## src/rtl/regfile_pkg.sv

```systemverilog
// Shared definitions for the regfile_nport register file: default sizes, word type
// and the one-hot address decoder used for write and reserve selects.
package regfile_pkg;

    localparam int XLEN_DEF  = 32;
    localparam int NREGS_DEF = 8;
    localparam int NREGS_MAX = 32;
    localparam int AW_MAX    = $clog2(NREGS_MAX);

    typedef logic [XLEN_DEF-1:0] word_t;

    // Callers narrow the result to their own NREGS with a size cast.
    function automatic logic [NREGS_MAX-1:0] decode_onehot(input logic [AW_MAX-1:0] addr);
        logic [NREGS_MAX-1:0] sel;
        sel       = '0;
        sel[addr] = 1'b1;
        return sel;
    endfunction

endpackage

```

## src/rtl/regfile_scoreboard.sv

```systemverilog
// Pending-write scoreboard for regfile_nport: reserve/ack handshake, BUSY flags and
// the sticky write-error flag. REGFILE_BYPASS_EN hides BUSY for a register being written.
module regfile_scoreboard
    import regfile_pkg::*;
#(
    parameter  int NREGS    = NREGS_DEF,
    parameter  bit ZERO_REG = 1'b1,
    localparam int AW       = $clog2(NREGS)
) (
    input  logic          clk,
    input  logic          rst,
    input  logic [AW-1:0] a1,
    input  logic [AW-1:0] a2,
    input  logic [AW-1:0] a3,
    input  logic          we3,
    input  logic          res,
    input  logic [AW-1:0] ra,
    output logic          busy1,
    output logic          busy2,
    output logic          res_ack,
    output logic          werr
);

    logic [NREGS-1:0] pending_q, pending_d;
    logic             werr_q, werr_d;
    logic [NREGS-1:0] wr_sel, rs_sel;

    always_comb begin
        // NOTE: every always_comb output gets a value up front so no path infers a latch.
        wr_sel = we3 ? NREGS'(decode_onehot(AW_MAX'(a3))) : '0;
        rs_sel = res ? NREGS'(decode_onehot(AW_MAX'(ra))) : '0;
        // A hardwired zero register never becomes pending and a discarded write to it is no error.
        if (ZERO_REG) begin
            wr_sel[0] = 1'b0;
            rs_sel[0] = 1'b0;
        end
        // Writeback clears before reserve sets, so a same-register pair leaves the bit pending.
        pending_d = (pending_q & ~wr_sel) | rs_sel;
        werr_d    = werr_q | (|(wr_sel & ~pending_q));
        res_ack   = res & ~pending_q[ra] & ~rst;
        busy1     = pending_q[a1];
        busy2     = pending_q[a2];
`ifdef REGFILE_BYPASS_EN
        if (we3 && (a3 == a1)) busy1 = 1'b0;
        if (we3 && (a3 == a2)) busy2 = 1'b0;
`endif
    end

    always_ff @(posedge clk or posedge rst) begin
        if (rst) begin
            pending_q <= '0;
            werr_q    <= 1'b0;
        end else begin
            pending_q <= pending_d;
            werr_q    <= werr_d;
        end
    end

    assign werr = werr_q;

endmodule

```

## src/rtl/regfile_nport.sv

```systemverilog
// Two-read/one-write register file with async reset, optional zero register and a
// pending-write scoreboard. Define REGFILE_BYPASS_EN for same-cycle write-to-read forwarding.
module regfile_nport
    import regfile_pkg::*;
#(
    parameter  int XLEN     = XLEN_DEF,
    parameter  int NREGS    = NREGS_DEF,
    parameter  bit ZERO_REG = 1'b1,
    localparam int AW       = $clog2(NREGS)
) (
    input  logic            CLK,
    input  logic            RST,
    input  logic [AW-1:0]   A1,
    input  logic [AW-1:0]   A2,
    input  logic [AW-1:0]   A3,
    input  logic            WE3,
    input  logic [XLEN-1:0] WD3,
    input  logic            RES,
    input  logic [AW-1:0]   RA,
    output logic [XLEN-1:0] RD1,
    output logic [XLEN-1:0] RD2,
    output logic            BUSY1,
    output logic            BUSY2,
    output logic            RES_ACK,
    output logic            WERR
);

    logic [XLEN-1:0]  regs_q [NREGS];
    logic [XLEN-1:0]  regs_d [NREGS];
    logic [NREGS-1:0] wr_sel;
    logic [XLEN-1:0]  rd1_store, rd2_store;

    always_comb begin
        wr_sel = WE3 ? NREGS'(decode_onehot(AW_MAX'(A3))) : '0;
        if (ZERO_REG) wr_sel[0] = 1'b0;
        for (int i = 0; i < NREGS; i++) begin
            regs_d[i] = wr_sel[i] ? WD3 : regs_q[i];
        end
    end

    // NOTE: the array is reset because reads must show zero the instant RST rises;
    // a plain RAM without reset would not allow that.
    always_ff @(posedge CLK or posedge RST) begin
        if (RST) begin
            for (int i = 0; i < NREGS; i++) regs_q[i] <= '0;
        end else begin
            // NOTE: state updates use <= so every flop samples pre-edge values.
            for (int i = 0; i < NREGS; i++) regs_q[i] <= regs_d[i];
        end
    end

    always_comb begin
        rd1_store = (ZERO_REG && (A1 == '0)) ? '0 : regs_q[A1];
        rd2_store = (ZERO_REG && (A2 == '0)) ? '0 : regs_q[A2];
`ifdef REGFILE_BYPASS_EN
        RD1 = rd1_store;
        RD2 = rd2_store;
        if (WE3 && !RST && (A3 == A1) && !(ZERO_REG && (A1 == '0))) RD1 = WD3;
        if (WE3 && !RST && (A3 == A2) && !(ZERO_REG && (A2 == '0))) RD2 = WD3;
`else
        RD1 = rd1_store;
        RD2 = rd2_store;
`endif
    end

    regfile_scoreboard #(
        .NREGS   (NREGS),
        .ZERO_REG(ZERO_REG)
    ) u_scoreboard (
        .clk    (CLK),
        .rst    (RST),
        .a1     (A1),
        .a2     (A2),
        .a3     (A3),
        .we3    (WE3),
        .res    (RES),
        .ra     (RA),
        .busy1  (BUSY1),
        .busy2  (BUSY2),
        .res_ack(RES_ACK),
        .werr   (WERR)
    );

endmodule

```

## config.mk

```make
export PLATFORM = sky130hd
export DESIGN_NAME = regfile_nport
export DESIGN_NICKNAME = d
export VERILOG_FILES = /design/src/rtl/regfile_pkg.sv /design/src/rtl/regfile_scoreboard.sv /design/src/rtl/regfile_nport.sv
export SDC_FILE = /design/constraint.sdc
export NUM_CORES = 1
export LEC_CHECK = 0
export CORE_UTILIZATION = 58
export DETAILED_ROUTE_END_ITERATION = 6
export PLACE_DENSITY = 0.78
export REMOVE_ABC_BUFFERS = 1
export SLEW_MARGIN = 20
export SYNTH_ARGS = -nofsm -noshare
export SYNTH_HDL_FRONTEND = slang
export SYNTH_SLANG_ARGS = --single-unit
```

## constraint.sdc

```tcl
create_clock -name CLK -period 12.12 [get_ports CLK]
set_clock_uncertainty 0.2 [all_clocks]
set_input_delay 1.818 -clock CLK [delete_from_list [all_inputs] [get_ports CLK]]
set_output_delay 1.818 -clock CLK [all_outputs]
set_load 0.1 [all_outputs]
```

-- Word level (Yosys, flattened, before mapping)
Index checks and enable logic that the tools add are counted.
Widths: inputs -> output; s select.
- bits in registers: 233
- bits of input ports: 48
- output and inout bits: 68
- word-level logic and storage cells: 55
- magnitude comparators: 9
- muxes and demuxes: 20
- bitwise gates (word level): 12
- reductions and logical operators: 5
- operators by type and width (cell ; number):
    $bmux 32 s3 ; 2
    $mux 32 ; 6
    $and 8x8->8 ; 2
    $mux 8 ; 2
    $not 8->8 ; 2
    $lt 3x4->1 const B ; 3
    $lt 3x6->1 const B ; 2
    $bmux 1 s3 ; 3
    $ge 4x4->1 const B ; 2
    $not 3->4 ; 2
    $or 8x8->8 ; 1
    $reduce_or 8->1 ; 1
    $demux 1 s3 ; 2
    $ge 3x1->1 const B ; 2
    $logic_not 3->1 ; 2
    $mux 1 ; 5
    $and 1x1->1 ; 2
    $logic_and 1x1->1 ; 2
    $not 1->1 ; 2
    $or 1x1->1 ; 1

-- Logic depth before layout (Yosys ltp)
Gate-level depths: netlist of run 1.
- depth after elaboration: 8
- mapped depth: 6
- mapped depth without buffers: 3

-- Hierarchy
A second synthesis of run 1 with hierarchy kept.
- cell total of the unflattened synthesis: 937
- area total of the unflattened synthesis: 12569.6 um^2
- modules (own cells, without submodules) (module ; instances ; cells an instance ; area each (um^2) ; sequential area each (um^2)):
    regfile_nport ; 1 ; 872 ; 11956.5 ; 5605.4
    regfile_scoreboard ; 1 ; 65 ; 613.1 ; 200.2

-- Worst setup path after synthesis of run 1
No wires, ideal clock.
- path type: input to output
- from: input port RST
- to: output port RES_ACK
- arrival time: 9928 ps
- required time: 10102 ps
- slack: 174 ps
- cell stages on the path: 3
- buffers on the path: 0
- cells stage by stage: inv_1 -> o311ai_0 -> a211oi_1
- cells in the longest elaborated chain, start to end: 2
- ends and longest elaborated chain (what ; line ; RTL):
    from (decl) ; regfile_nport.sv:12 ; input logic RST,
    $not 1->1 ; regfile_scoreboard.sv:40 ; res_ack = res & ~pending_q[ra] & ~rst;
    $and 1x1->1 ; regfile_scoreboard.sv:40 ;
    to (decl) ; regfile_nport.sv:24 ; output logic RES_ACK,
No other way between the ends.

-- Worst setup path after layout of run 1
- from: input port A1[1]
- to: output port RD1[26]
- cells in the longest elaborated chain, start to end: 5
- elaborated cells on any way between the ends: 6
- classes of those cells: mux: 4; bitwise: 1; reduce/logical: 1
- ends and longest elaborated chain (what ; line ; RTL):
    from (decl) ; regfile_nport.sv:13 ; input logic [AW-1:0] A1,
    $not 3->4 (not written as such) ; regfile_nport.sv:53 ; rd1_store = (ZERO_REG && (A1 == '0)) ? '0 : regs_q[A1];
    $bmux 32 s3 ; regfile_nport.sv:53 ;
    $mux 32 (not written as such) (2 in series) ; regfile_nport.sv:53 ;
    $mux 32 * ; regfile_nport.sv:53 ;
    to (decl) ; regfile_nport.sv:20 ; output logic [XLEN-1:0] RD1,
Mark *: on every way between the ends. The rest lies on a longest branch, timed or not. The select of a mux whose other input is x is not followed.

==> run_results.csv, run 1 <==
group,metric,value,unit
run_status,status,"finished clean",
clock_tree,tritoncts,"done",
logic_synthesis,synth-seq-area-share,0.4596,
floorplanning,io_pins,116,
final_layout,fin_area,14610,µm²
final_layout,n_antenna_cell,0,
global_route,grt_max_degree,77,
logic_synthesis,ys_ff_latch,232,
setup_path,path_cells,"buf_4 -> nor2b_4 -> a22oi_1 -> o21ai_0 -> clkdlybuf4s50_1",
floorplanning,die_w,149.6,µm
global_route,grt_pass1_vias,8681,
logic_synthesis,synthFlopType,"dfrtp_1",
clock_tree,post_cts_buffers,0,
floorplanning,start_util,0.5971,
global_route,grt_pass1_wl,48040,µm
clock_tree,clkTransAtPathRegs,0.06,ns
floorplanning,die_y,149.6,µm
setup_path,critPathLaunchType,"primary input",
global_route,grt_use_total,0.2791,
sta,maxSlewHeadroom,0.2971,
placed_design,placed_area,13810,µm²
sta,finalCritPeriodShare,0.5671,
final_layout,areaGrowthSynthToFinish,15.65,%
setup_path,r2r_start,"u_scoreboard.pending_q[3]",
sta,fin_crit,6.874,ns
drt,routed_via_density,6.482,
logic_synthesis,syn_inst,906,
setup_path,reg2reg_depth,3,
setup_path,r2r_slack,10.95,ns
floorplanning,core,21150,µm²
sta,clock.fmax,145.5,MHz
logic_synthesis,ys_warn_count,0,
pwr,p_total,2.766,mW
sta,setup_tns,0,ns
clock_tree,cts.hold.buffers_added,0,
logic_synthesis,syn_area_per_cell,13.94,µm²
placed_design,dp_hpwl,16910,µm
global_route,antenna_found_initial,0,
sta,setup_viol,0,
worst_hold_path,worstHoldStart,"u_scoreboard.werr",
clock_tree,cts_made_buffers,25,
worst_hold_path,hold_path_depth,2,
pwr,p_leak,6.095,nW
clock_tree,ctsResizeCount,0,
clock_tree,h-tree-depth,1,
drt,dr.pass1.iters,5,
worst_hold_path,hold_path_class,"reg -> reg",
setup_path,cp_max_fo,32,
sta,tightest_slew,1.052,ns
clock_tree,clk-insertion-delay-late,0.52,ns
drt,drc,0,
placed_design,port_buffers,115,
setup_path,crit_family,"buffers and inverters",
pwr,powerDensity,189.4,nW/µm²
pwr,ir_worst_vdd,0.1549,mV
global_route,globalRouteOverflowTotal,0,
worst_hold_path,min_to,"u_scoreboard.werr",
setup_path,crit_path_end_kind,"output port",
logic_synthesis,synth_edf_count,0,
placed_design,routabilityCongestion,0.8311,
setup_path,required,10.10,ns
setup_path,rr_endpoint,"u_scoreboard.werr",
drt,detail-route-antenna-nets,0,
setup_path,cp_slowest_cell,"clkdlybuf4s50_1",
sta,rsz0062_at_grt,"no",
drt,routed_wl,30130,µm
logic_synthesis,ys_types,32,
logic_synthesis,ys_async_sr_fraction,1.000,
clock_tree,root_buffer,"clkbuf_16",
sta,final_max_slew_viol_count,0,
sta,hold_ws,0.3163,ns
sta,final_hold_viol_count,0,
drt,avgRoutedWirePerCell,23.67,µm
drt,dr_total_vias,8251,
job,maxCapViolCount,0,
final_layout,layout-drive-gt1-share,0.4218,
logic_synthesis,netlist_area,12630,µm²
drt,drtIter0Drc,543,
setup_path,cp.buffers_inverters,2,
setup_path,worstSetupPathType,"in -> out",
setup_path,worstPathArrival,4.86,ns
floorplanning,die_area,22370,µm²
clock_tree,clkSinkCount,232,
setup_path,slowest_delay,1.19,ns
floorplanning,fp-row-count,53,
final_layout,fin_nets,1033,
clock_tree,clockBufferDepth,3,
==> final cells by class <==
cell class              count  area, µm²
multi-input cells         562       6295
clock buffers              36      737.0
fillers                  1501       6546
well taps                 275      344.1
repair buffers            129       1236
flip-flops and latches    232       5806
inverters                  35      138.9
clock inverters             4      51.30
==> where the power goes <==
part,switching (mW),total (mW),leakage (nW),internal [mW]
Combinational,0.545,0.948,2.93,0.402
Sequential,0.131,1.08,2.78,0.946
Clock,0.303,0.742,0.386,0.439
Total,0.979,2.77,6.10,1.79
==> cell usage after synthesis, types with 9 or more instances <==
cell type	n	area, µm²
dfrtp_1	232	5806
mux2_2	232	2613
mux4_2	67	1509
mux2_4	58	870.8
nand2_1	42	157.7
o21ai_0	37	185.2
buf_2	36	180.2
a22oi_1	35	262.8
inv_1	35	131.4
a21oi_1	32	160.2
a221oi_1	31	271.5
clkbuf_1	18	67.56
buf_6	10	112.6
buf_4	9	67.56
==> cell usage in the layout (no fill, tap or decap), drive strengths merged <==
cell type      count
mux2i              5
nor2               1
bufinv             1
a221oi            31
o22ai              2
o32ai              1
o311ai             1
inv               36
o2bb2ai            2
nand3              1
a21oi             32
nand4b             1
clkdlybuf4s50    109
dfrtp            232
a211oi             1
nand2             43
o21ai             37
nor2b              4
nand2b             3
clkinvlp           1
mux4              67
mux2             290
buf               20
nor4bb             1
a22oi             35
nand4              2
clkbuf            36
clkinv             1
and3b              2
==> kinds of logic (layout without fill, tap and decap cells) <==
kind of cell,Yosys count,in the layout,synth area share
DFF,232,232,0.4596
AOI/OAI and AO/OA,142,142,0.07400
muxes,362,362,0.3992
buffers and inverters,112,204,0.04557
and+or+nand+nor,58,58,0.02159
==> how the worst max path moves through the flow <==
stage | startpoint | end | slack, ns | cells past startpoint
final | A1[1] | RD1[26] | 5.25 | 5
after global routing | A1[1] | RD1[28] | 5.11 | 5
after CTS | A2[1] | RD2[0] | 5.26 | 5
after detailed placement | A2[1] | RD2[23] | 5.26 | 5
after global placement | A1[1] | RD1[23] | 5.27 | 5
after floorplan | RST | RES_ACK | 0.17 | 3
==> worst reg2reg max path: stages (launching register included) <==
cell and delay [ns]:
dfrtp_1 0.42, mux2i_1 0.10, a22oi_1 0.22, nand3_1 0.11
==> layer usage <==
layer,wire (µm),vias to the layer above,track usage
li1,-,3584,-
met1,13460,4342,0.3992
met2,14500,277,0.4451
met3,1527,48,0.03415
met4,637,0,0.09133
met5,0,-,0
==> state kept, by name, indices dropped and copies added (netlist names) <==
signal and flops:
u_scoreboard.werr 1, regs_q 224, u_scoreboard.pending_q 7
==> through the flow <==
step | instances | worst slack, ns | utilization
5_1_grt | 1273 | 5.112 | 0.6905
6_report | 1273 | 5.246 | 0.6905
2_1_floorplan | 829 | 0.1740 | -
3_3_place_gp | 1233 | 5.268 | 0.6530
4_1_cts | 1273 | 5.263 | 0.6903
3_5_place_dp | 1233 | 5.264 | 0.6530
Note: power is estimated with default switching activity, not from simulation.
==> run 2: changes to the inputs <==
==> constraint.sdc (replaced) <==
create_clock -name CLK -period 6.96 [get_ports CLK]
set_clock_uncertainty 0.2 [all_clocks]
set_input_delay 1.044 -clock CLK [delete_from_list [all_inputs] [get_ports CLK]]
set_output_delay 1.044 -clock CLK [all_outputs]
set_load 0.1 [all_outputs]
==> run_results.csv, run 2 (synthesized netlist as in run 1, its figures left out) <==
group,metric,value,unit
global_route,globalRouteOverflowTotal,0,
setup_path,worstSetupPathType,"in -> out",
setup_path,critPathLaunchType,"primary input",
setup_path,r2r_start,"u_scoreboard.pending_q[1]",
run_status,status,"finished clean",
drt,routed_wl,30540,µm
final_layout,layout_common_cells,"232 x mux2_2, 232 x dfrtp_1, 109 x clkdlybuf4s50_1",
sta,rsz0062_at_grt,"no",
sta,fin_crit,5.542,ns
clock_tree,post_cts_buffers,0,
drt,detail-route-antenna-nets,0,
drt,avgRoutedWirePerCell,23.94,µm
final_layout,n_antenna_cell,0,
setup_path,required,5.72,ns
global_route,grt_use_total,0.2857,
drt,drtIter0Drc,597,
final_layout,fin_nets,1034,
floorplanning,start_util,0.5971,
floorplanning,io_pins,116,
clock_tree,clk-insertion-delay-late,0.51,ns
floorplanning,die_area,22370,µm²
pwr,p_leak,6.115,nW
global_route,grt_pass1_wl,49200,µm
placed_design,dp.cells,1235,
drt,routed_via_density,6.611,
final_layout,layout-drive-gt1-share,0.4236,
global_route,antenna_found_initial,0,
sta,maxSlewHeadroom,0.2485,
drt,drc,0,
sta,final_hold_viol_count,0,
final_layout,regArea,5806,µm²
global_route,grt_pass1_vias,8814,
final_layout,stdcell_count,1276,
worst_hold_path,worstHoldStart,"u_scoreboard.werr",
floorplanning,die_w,149.6,µm
sta,clock.fmax,180.4,MHz
final_layout,fill_cells,1482,
sta,hold_ws,0.3075,ns
sta,finalCritPeriodShare,0.7963,
sta,setup_viol,0,
final_layout,areaGrowthSynthToFinish,15.90,%
pwr,powerDensity,331.7,nW/µm²
setup_path,worstPathArrival,4.30,ns
floorplanning,core,21150,µm²
final_layout,regMostFlops,"regs_q",
final_layout,multiInputGateArea,6295,µm²
clock_tree,cts.hold.buffers_added,0,
floorplanning,fp-row-count,53,
sta,final_max_slew_viol_count,0,
placed_design,port_buffers,115,
clock_tree,tritoncts,"done",
clock_tree,clockBufferDepth,3,
final_layout,largest_register_ffs,224,
placed_design,routabilityCongestion,0.8313,
floorplanning,die_y,149.6,µm
drt,dr_total_vias,8435,
clock_tree,cts_made_buffers,24,
clock_tree,root_buffer,"clkbuf_16",
sta,tightest_slew,1.125,ns
pwr,ir_worst_vdd,0.2425,mV
setup_path,cp-startpoint,"A1[1]",
placed_design,dp_hpwl,17580,µm
job,maxCapViolCount,0,
clock_tree,h-tree-depth,1,
setup_path,crit_path_end_kind,"output port",
clock_tree,clkTransAtPathRegs,0.06,ns
setup_path,cp_max_fo,34,
clock_tree,clkSinkCount,232,
global_route,grt_max_degree,67,
worst_hold_path,hold_path_class,"reg -> reg",
drt,dr.pass1.iters,5,
clock_tree,ctsResizeCount,0,
-- run 2: changes by cell type in the layout (fill, tap and decap cells not counted), sizes merged --
cell,before,now
clkbuf,36,32
inv,36,35
bufinv,1,3
buf,20,22
clkinv,1,5
-- run 2: worst max-delay path: stages --
cell,delay [ns]
buf_4,0.43
nor2b_4,1.02
a22oi_1,0.21
o21ai_0,0.34
clkdlybuf4s50_1,1.21
-- run 2: worst paths after layout --
check | end | slack (ns) | cells after the start
worst min-delay path | u_scoreboard.werr | 0.31 | 2
max in group asynchronous | regs_q[7] | 3.91 | 4
worst max-delay path | RD1[0] | 1.42 | 5
worst min register to register | u_scoreboard.werr | 0.31 | 2
worst max register to register | u_scoreboard.werr | 5.81 | 3
min in group asynchronous | regs_q[44] | 0.74 | 2
-- run 2: routing by layer --
layer / routed length, µm / GRT usage / part of all wire / vias up
met3: 2197 / 0.04543 / 0.072 / 45
met5: 0 / 0 / 0 / -
li1: - / - / - / 3597
met1: 13260 / 0.4099 / 0.43 / 4437
met4: 534 / 0.06939 / 0.017 / 0
met2: 14550 / 0.4569 / 0.48 / 356
-- run 2: area by class of cell --
class	instances	share of cell area
multi-input cells	562	0.4300
clock inverters	9	0.008376
flip-flops and latches	232	0.3966
clock buffers	32	0.04658
inverters	35	0.009487
repair buffers	131	0.08547
well taps	275	0.02350
-- run 2: power by group --
part	internal [mW]	switching (mW)	total (mW)
Sequential	1.65	0.229	1.88
Combinational	0.702	0.955	1.66
Clock	0.795	0.529	1.32
-- run 2: stage by stage --
| step | cell area [µm²] | power (mW) | worst slack, ns | setup TNS (ns) | util |
|---|---|---|---|---|---|
| after global routing | 14640 | 5.052 | 1.351 | 0 | 0.6920 |
| after global placement | 13830 | 3.486 | 1.522 | 0 | 0.6538 |
| final | 14640 | 4.855 | 1.418 | 0 | 0.6920 |
| after CTS | 14630 | 4.871 | 1.496 | 0 | 0.6918 |
| after detailed placement | 13830 | 3.536 | 1.514 | 0 | 0.6538 |
| after floorplan | 12190 | 3.123 | -3.438 | -156.36 | - |
